File: config.mk
export PLATFORM = sky130hd
export DESIGN_NAME = uart_rx_deser
export DESIGN_NICKNAME = d
export VERILOG_FILES = /design/src/rtl/uart_pkg.sv /design/src/rtl/uart_rx_sampler.sv /design/src/rtl/uart_rx_deser.sv
export SDC_FILE = /design/constraint.sdc
export NUM_CORES = 1
export LEC_CHECK = 0
export ABC_AREA = 1
export ABC_CLOCK_PERIOD_IN_PS = 2090
export CAP_MARGIN = 20
export CORE_ASPECT_RATIO = 2
export CORE_MARGIN = 2
export CORE_UTILIZATION = 60
export DETAILED_ROUTE_END_ITERATION = 16
export PLACE_DENSITY_LB_ADDON = 0.1
export SYNTH_ARGS = -nofsm -noshare
export SYNTH_HDL_FRONTEND = slang
export SYNTH_SLANG_ARGS = --single-unit
export TNS_END_PERCENT = 1
File: constraint.sdc
create_clock -name clk -period 2.09 [get_ports clk]
set_input_delay 0.418 -clock clk [delete_from_list [all_inputs] [get_ports clk]]
set_output_delay 0.418 -clock clk [all_outputs]
set_load 0.02 [all_outputs]
File: src/rtl/uart_pkg.sv
// Shared UART types and constants for the RX deserializer and the baud divider.
// Holds the receive FSM encoding, mid-bit sample points, and divider rate codes.
package uart_pkg;

  typedef enum logic [2:0] {
    IDLE,
    START,
    DATA,
    PARITY,
    STOP
  } rx_state_t;

  localparam int OVS_DEFAULT = 16;
  localparam int MID_LO      = 7;
  localparam int MID_HI      = 9;

  typedef enum logic [2:0] {
    BD_9600,
    BD_19200,
    BD_38400,
    BD_57600,
    BD_115200
  } bd_rate_t;

  function automatic logic maj3(input logic a, input logic b, input logic c);
    return (a & b) | (a & c) | (b & c);
  endfunction

endpackage

File: src/rtl/uart_rx_sampler.sv
// Oversample tick edge detect, rx synchronizer, in-bit tick counter and 2-of-3 mid-bit vote.
// Decision (bit_done/bit_val) is registered: one clk after the tcnt=MID_HI tick; no backpressure.
module uart_rx_sampler
  import uart_pkg::*;
#(
  parameter int OVS         = OVS_DEFAULT,
  parameter int SYNC_STAGES = 2
) (
  input  logic clk,
  input  logic rst,
  input  logic os_clk,
  input  logic rx_in,
  input  logic run,
  output logic tick,
  output logic bit_val,
  output logic bit_done,
  output logic bit_last,
  output logic fall_edge
);

  logic                   os_clk_q;
  logic [SYNC_STAGES-1:0] sync_q;
  logic                   rx_s;
  logic                   rx_q;
  logic [3:0]             tcnt;
  logic                   s_lo;
  logic                   s_mid;

  assign tick      = os_clk & ~os_clk_q;
  assign rx_s      = sync_q[SYNC_STAGES-1];
  assign fall_edge = rx_q & ~rx_s;
  assign bit_last  = (tcnt == 4'(OVS - 1));

  // Presets to 1 keep an idle line and a high os_clk from looking like edges after reset.
  always_ff @(posedge clk or negedge rst) begin
    if (!rst) begin
      os_clk_q <= 1'b1;
      sync_q   <= '1;
      rx_q     <= 1'b1;
    end else begin
      os_clk_q <= os_clk;
      sync_q   <= {sync_q[SYNC_STAGES-2:0], rx_in};
      rx_q     <= rx_s;
    end
  end

  // tcnt is held at zero outside a frame so a stale mid-bit decision can never leak into START.
  always_ff @(posedge clk or negedge rst) begin
    if (!rst) begin
      tcnt     <= 4'd0;
      s_lo     <= 1'b1;
      s_mid    <= 1'b1;
      bit_val  <= 1'b1;
      bit_done <= 1'b0;
    end else begin
      bit_done <= 1'b0;
      if (!run) begin
        tcnt <= 4'd0;
      end else if (tick) begin
        tcnt <= bit_last ? 4'd0 : tcnt + 4'd1;
        if (tcnt == 4'(MID_LO))     s_lo  <= rx_s;
        if (tcnt == 4'(MID_LO + 1)) s_mid <= rx_s;
        if (tcnt == 4'(MID_HI)) begin
          bit_val  <= maj3(s_lo, s_mid, rx_s);
          bit_done <= 1'b1;
        end
      end
    end
  end

endmodule

File: src/rtl/uart_rx_deser.sv
// UART receive deserializer: recovers 8N1/8E1/8O1 frames from the oversampled line.
// rx_valid rises 2 clk after the stop-bit mid tick; byte held until rx_ready, later frames dropped as overrun.
module uart_rx_deser
  import uart_pkg::*;
#(
  parameter int DATA_BITS   = 8,
  parameter int OVS         = OVS_DEFAULT,
  parameter int SYNC_STAGES = 2
) (
  input  logic                 clk,
  input  logic                 rst,
  input  logic                 os_clk,
  input  logic                 rx_in,
  input  logic                 parity_en,
  input  logic                 parity_odd,
  output logic [DATA_BITS-1:0] rx_data,
  output logic                 rx_valid,
  input  logic                 rx_ready,
  output logic                 parity_err,
  output logic                 frame_err,
  output logic                 overrun,
  output logic                 busy
);

  localparam int BW = $clog2(DATA_BITS);

  rx_state_t state_q, state_d;

  logic                 tick;
  logic                 bit_val;
  logic                 bit_done;
  logic                 bit_last;
  logic                 fall_edge;
  logic                 bit_end;
  logic                 run;
  logic                 last_bit;
  logic                 start_to_data;
  logic                 complete;
  logic                 load;
  logic [BW-1:0]        bcnt;
  logic [DATA_BITS-1:0] shreg;
  logic                 par_en_q;
  logic                 par_odd_q;
  logic                 par_acc;
  logic                 perr_pend;

  uart_rx_sampler #(
    .OVS         (OVS),
    .SYNC_STAGES (SYNC_STAGES)
  ) u_sampler (
    .clk       (clk),
    .rst       (rst),
    .os_clk    (os_clk),
    .rx_in     (rx_in),
    .run       (run),
    .tick      (tick),
    .bit_val   (bit_val),
    .bit_done  (bit_done),
    .bit_last  (bit_last),
    .fall_edge (fall_edge)
  );

  assign run      = (state_q != IDLE);
  assign busy     = run;
  assign bit_end  = tick & bit_last;
  assign last_bit = (bcnt == BW'(DATA_BITS - 1));

  always_ff @(posedge clk or negedge rst) begin
    if (!rst) state_q <= IDLE;
    else      state_q <= state_d;
  end

  always_comb begin
    state_d       = state_q;
    start_to_data = 1'b0;
    complete      = 1'b0;
    load          = 1'b0;
    case (state_q)
      IDLE:    if (fall_edge) state_d = START;
      START: begin
        if (bit_done && bit_val) begin
          state_d = IDLE;
        end else if (bit_end) begin
          state_d       = DATA;
          start_to_data = 1'b1;
        end
      end
      DATA:    if (bit_end && last_bit) state_d = par_en_q ? PARITY : STOP;
      PARITY:  if (bit_end) state_d = STOP;
      // Leave at the stop-bit mid point so a back-to-back start edge is not missed.
      STOP: begin
        if (bit_done) begin
          state_d  = IDLE;
          complete = 1'b1;
          load     = ~rx_valid | rx_ready;
        end
      end
      default: state_d = IDLE;
    endcase
  end

  always_ff @(posedge clk or negedge rst) begin
    if (!rst) begin
      bcnt      <= '0;
      shreg     <= '0;
      par_en_q  <= 1'b0;
      par_odd_q <= 1'b0;
      par_acc   <= 1'b0;
      perr_pend <= 1'b0;
    end else begin
      if (start_to_data) begin
        bcnt      <= '0;
        par_en_q  <= parity_en;
        par_odd_q <= parity_odd;
        par_acc   <= 1'b0;
        perr_pend <= 1'b0;
      end
      if (state_q == DATA) begin
        if (bit_done) begin
          shreg   <= {bit_val, shreg[DATA_BITS-1:1]};
          par_acc <= par_acc ^ bit_val;
        end
        if (bit_end && !last_bit) bcnt <= bcnt + 1'b1;
      end
      if (state_q == PARITY && bit_done) perr_pend <= ((par_acc ^ bit_val) != par_odd_q);
    end
  end

  always_ff @(posedge clk or negedge rst) begin
    if (!rst) begin
      rx_data    <= '0;
      rx_valid   <= 1'b0;
      parity_err <= 1'b0;
      frame_err  <= 1'b0;
      overrun    <= 1'b0;
    end else begin
      if (load) begin
        rx_data    <= shreg;
        parity_err <= perr_pend;
        frame_err  <= ~bit_val;
        rx_valid   <= 1'b1;
      end else if (rx_ready) begin
        rx_valid   <= 1'b0;
      end
      if (complete && !load) overrun <= 1'b1;
    end
  end

endmodule
* Word level (Yosys, flattened, before mapping)
Cells that the tools add are included. W data, S select, Z words.
Operators by class: add/sub/neg operators 2, equality and inequality tests 16, muxes and demuxes 31, bitwise logic cells 14, reduce and logical (&&, ||, !) cells 16
Operator list (number):
- $mux W3 | 10
- $mux W1 | 17
- $pmux W3 S5 | 1
- $eq A4 B4 Y1 const B | 3
- $mux W4 | 3
- $reduce_and A3 Y1 | 3
- $ne A2 B2 Y1 const B | 4
- $and A1 B1 Y1 | 6
- $eq A3 B2 Y1 const B | 2
- $eq A3 B3 Y1 const B | 2
- $logic_and A1 B1 Y1 | 5
- $reduce_and A5 Y1 | 1
- $add A4 B1 Y4 const B | 1
- $eq A4 B3 Y1 const B | 1
- $not A1 Y1 | 4
- $reduce_bool A2 Y1 | 2
- $add A3 B1 Y3 const B | 1
- $eq A3 B1 Y1 const B | 1
- $logic_not A3 Y1 | 1
- $ne A3 B3 Y1 const B | 1
- $or A1 B1 Y1 | 3
- $reduce_bool A3 Y1 | 1
- $logic_not A1 Y1 | 2
- $ne A2 B1 Y1 const B | 1
- 3 further kinds | 3
Storage, ports and cells: flip-flop bits (word level) 42, input port bits 7, output and inout port bits 13, word-level logic and storage cells 99

* Longest topological paths before layout
Gate-level depths: netlist of run 1.
depth after elaboration 9, depth in mapped cells 9

* Cells and area by module
A second synthesis of run 1 with hierarchy kept.
Unflattened totals: cell total of the unflattened synthesis 214, area total of the unflattened synthesis 1983.2 µm²
Modules (own cells, without submodules):
- uart_rx_deser | instances 1, cells an instance 154, area each 1407.6 µm²
- uart_rx_sampler | instances 1, cells an instance 60, area each 575.6 µm²

* Worst setup path after synthesis of run 1
Ideal clock, no wire load.
path kind reg2reg, from register u_sampler.tcnt[0], to register state_q[1], setup time 118 ps, arrival 1150 ps, data required time 1972 ps, setup slack 822 ps, stages on the path, launching flop included 9, buffers on the path 0, cells stage by stage dfrtp_1 ha_1 nand3_1 nor2_2 inv_2 nand2_1 nand3_1 nand2_1 nand2_1
Between the ends: cells in the longest elaborated chain, start to end 5
Ends and longest elaborated chain:
- start: declaration | RTL line uart_rx_sampler.sv:25 | logic [3:0] tcnt;
- start signal: assignment | RTL line uart_rx_sampler.sv:60 | tcnt <= bit_last ? 4'd0 : tcnt + 4'd1;
- $eq A4 B4 Y1 * | RTL line uart_rx_sampler.sv:32 | assign bit_last = (tcnt == 4'(OVS - 1));
- $and A1 B1 Y1 * | RTL line uart_rx_deser.sv:65 | assign bit_end = tick & bit_last;
- $logic_and A1 B1 Y1 | RTL line uart_rx_deser.sv:88 | DATA: if (bit_end && last_bit) state_d = par_en_q ? PARITY : STOP;
- $ne A2 B2 Y1 (no source line)
- $reduce_and A5 Y1 (no source line) *
- end signal: assignment | RTL line uart_rx_deser.sv:70 | else state_q <= state_d;
- end: declaration | RTL line uart_rx_deser.sv:27 | rx_state_t state_q, state_d;
Every way passes the cells marked *; elsewhere a longest branch is shown, timed or not. A chain may end at the register's enable or synchronous reset.

* Worst setup path after layout of run 1
from register state_q[2], to output busy
Between the ends: cells in the longest elaborated chain, start to end 1
Ends and longest elaborated chain:
- $reduce_bool A3 Y1 | RTL line uart_rx_deser.sv:63 | assign run = (state_q != IDLE);
- end: declaration | RTL line uart_rx_deser.sv:22 | output logic busy
Every way passes these cells.

==> results of run 1 <==
## registers in the layout, indices dropped and copies added, names as in the netlist
signal / count
rx_data: 8
shreg: 8
u_sampler.tcnt: 4
bcnt: 3
state_q: 3
u_sampler.sync_q: 2
frame_err: 1
overrun: 1
par_acc: 1
par_en_q: 1
par_odd_q: 1
parity_err: 1
perr_pend: 1
rx_valid: 1
u_sampler.bit_done: 1
u_sampler.bit_val: 1
u_sampler.os_clk_q: 1
u_sampler.rx_q: 1
u_sampler.s_lo: 1
u_sampler.s_mid: 1
## layout make-up
type | count | area [sq um] | share of cell area, %
multi-input combinational | 134 | 777 | 34.3
clock buffer | 8 | 90.1 | 3.97
tap | 31 | 38.8 | 1.71
sequential | 42 | 1060 | 46.8
inverter | 29 | 109 | 4.80
timing repair buffer | 20 | 193 | 8.49
## power breakdown
part	leakage [nW]	internal [W]	switching (W)
Clock	0.0455	0.000269	0.000254
Sequential	0.541	0.000887	0.0000772
Combinational	0.491	0.000164	0.000283
## Yosys cell counts (2+ instances only)
| cell type | instances | share of area [%] |
|---|---|---|
| inv_2 | 6 | 1.1 |
| nand2_1 | 53 | 10 |
| dfrtp_1 | 35 | 44 |
| nor2_2 | 6 | 1.9 |
| dfstp_2 | 7 | 9.3 |
| buf_6 | 3 | 1.7 |
| xor2_1 | 3 | 1.3 |
| o21ai_1 | 9 | 2.3 |
| nand2_4 | 2 | 1.1 |
| o21ai_2 | 16 | 7.1 |
| nand3_1 | 16 | 4.0 |
| nand4_1 | 3 | 0.95 |
| nand2_2 | 5 | 1.6 |
| inv_1 | 22 | 4.2 |
| ha_1 | 5 | 3.2 |
| nor2_4 | 2 | 1.1 |
| nor2_1 | 5 | 0.95 |
| a21oi_1 | 2 | 0.51 |
## worst max-delay path by stage
stage	end	from	cells past startpoint	slack [ps]
finish	busy	state_q[2]$_DFFE_PN0P_	3	90
global route	busy	state_q[1]$_DFFE_PN0P_	3	20
CTS	busy	state_q[0]$_DFFE_PN0P_	3	20
detailed placement	state_q[1]$_DFFE_PN0P_	os_clk	8	290
global placement	state_q[1]$_DFFE_PN0P_	os_clk	8	400
floorplan	state_q[1]$_DFFE_PN0P_	u_sampler.tcnt[0]$_DFFE_PN0P_	8	820
## critical path, stage by stage, from the launching register on
cell and delay [ps]:
dfrtp_1 440, nor2_2 190, nand2_2 110, clkdlybuf4s50_1 550
## metal layers
layer	wire, um	part of all wire (%)
met1	1280	36
met4	102	2.9
met2	2050	58
met3	104	2.9
met5	0	0
## what timing repair did
action / 4_1_cts / 5_1_grt
gates resized for setup: 0 / 1
setup endpoints to repair: 0 / 1
hold buffers: 0 / 0
## logic make-up after synthesis
| logic type | count (synthesis) | share of synthesized area, % |
|---|---|---|
| and+or+nand+nor | 95 | 23.3 |
| DFF | 42 | 53.5 |
| buffers and inverters | 32 | 7.21 |
| AOI/OAI and AO/OA | 30 | 10.9 |
| adders and majority gates | 6 | 3.67 |
| xor gates and xnor gates | 3 | 1.33 |
## per-stage QoR
stage | std cells | hold slack (ps)
after floorplan | 208 | 122
after global placement | 256 | 347
after detailed placement | 256 | 355
after CTS | 264 | 192
after global routing | 264 | 211
final | 264 | 175
==> metrics.txt, run 1 <==
endpoints failing setup 0; RR Endpoint state_q[1]$_DFFE_PN0P_; Worst Max-Slew Pin Slew between 500 and 600 ps; setup TNS 0 ps; drt first pass iters 4; critical path arrival around 1600 ps; Hold Vio Cnt, Final 0; Post-synth ARST share 100%; GRT met2 Usage between 30% and 40%; All-Layer GR Usage a little over a fifth; cell area after synthesis 1980 sq um; Post-Syn Instances approximately 210; post-layout util between 70 and 80%; IO buf count 19; fraction of layout cells with a size suffix above 1 24.0%; pin count of the biggest net entering global routing 43; # DRC 0; Starting Density a little over three fifths; worst rel slew slack 65.2%; CTS clk-pin slew, worst paths ~70 ps; clock root buffer clkbuf_8; max cap viols 0; IO Pins 20; commonest non-fill, non-tap cells in the layout nand2_1, dfrtp_1, inv_1; gpl congestion 0.943; final wirelength 3530 um; crit end category output pin; H-tree lvl count 2; clk sinks 42; GRT Residual Overflow 0; vias in the first global route roughly 1400; R2R Path Start u_sampler.tcnt[0]$_DFFE_PN0P_; vias 1416; post-DP HPWL 2590 um; Die Span X ~45 um; Synth cell types 26; CTS tree built; Net Count, Synth 220; reg2reg setup slack ~660 ps; Vias per Instance ~5.4; WP data required ~1700 ps; worst setup path class reg2out; Most Crowded Layer GR met2; Worst Skew between 8 and 9 ps; PD cells between 800 and 900 nW/um^2; final worst slack 93.0 ps; FMAX 501 MHz; most common cell after layout, fill and taps aside nand2_1; CTS buffer count 5; Most used DFF post-synth dfrtp_1; status completed; leakage power between 1 and 1.5 nW; n_diodes 0; grt met3 use approximately 4.7%; first-pass GRT wire length between 5000 and 6000 um; DRT antenna net count 0; RSZ-0062 raised after global routing false; Mean Syn Cell Area between 9 and 10 sq um; initial antenna violation count 0; nets between 200 and 250; die area approximately 3800 sq um; Max Fanout on Critical Path 5; HP Class in2async; Max clock buf depth 2; period utilization 95.6%; Worst VDD drop 0.616 mV; post-synthesis sequential area ratio between 50% and 60%; DRT iter0 DRCs 40; total power roughly 0.0019 W; wire length per cell 13.4 um; DP Worst Slack approximately 300 ps; Seq cells post-synth 42; Slew Viols, Final 0; Post-CTS Setup Bufs 0; synthesis-to-finish area growth 14.6%; crit path launch type register; cells on worst reg2reg path 8; die height 85.2 um; worst skew pair latency just under 300 ps; cell area after layout between 2000 and 2500 sq um; fin crit period 2000 ps; placed inst area 2180 sq um; num rows 29; GRT met1 Usage 22.0%; Fillers 238; synth warn 0; core area around 3200 sq um; Post-synth EDFFs 0
(Power assumes the default switching activity.)
==> run 2: changes to the inputs <==
CTS_CLUSTER_SIZE = 28   (was default)
TNS_END_PERCENT = 10   (was 1)
==> results of run 2 <==
The final DEF is identical to that of run 1; final timing and power are the same.
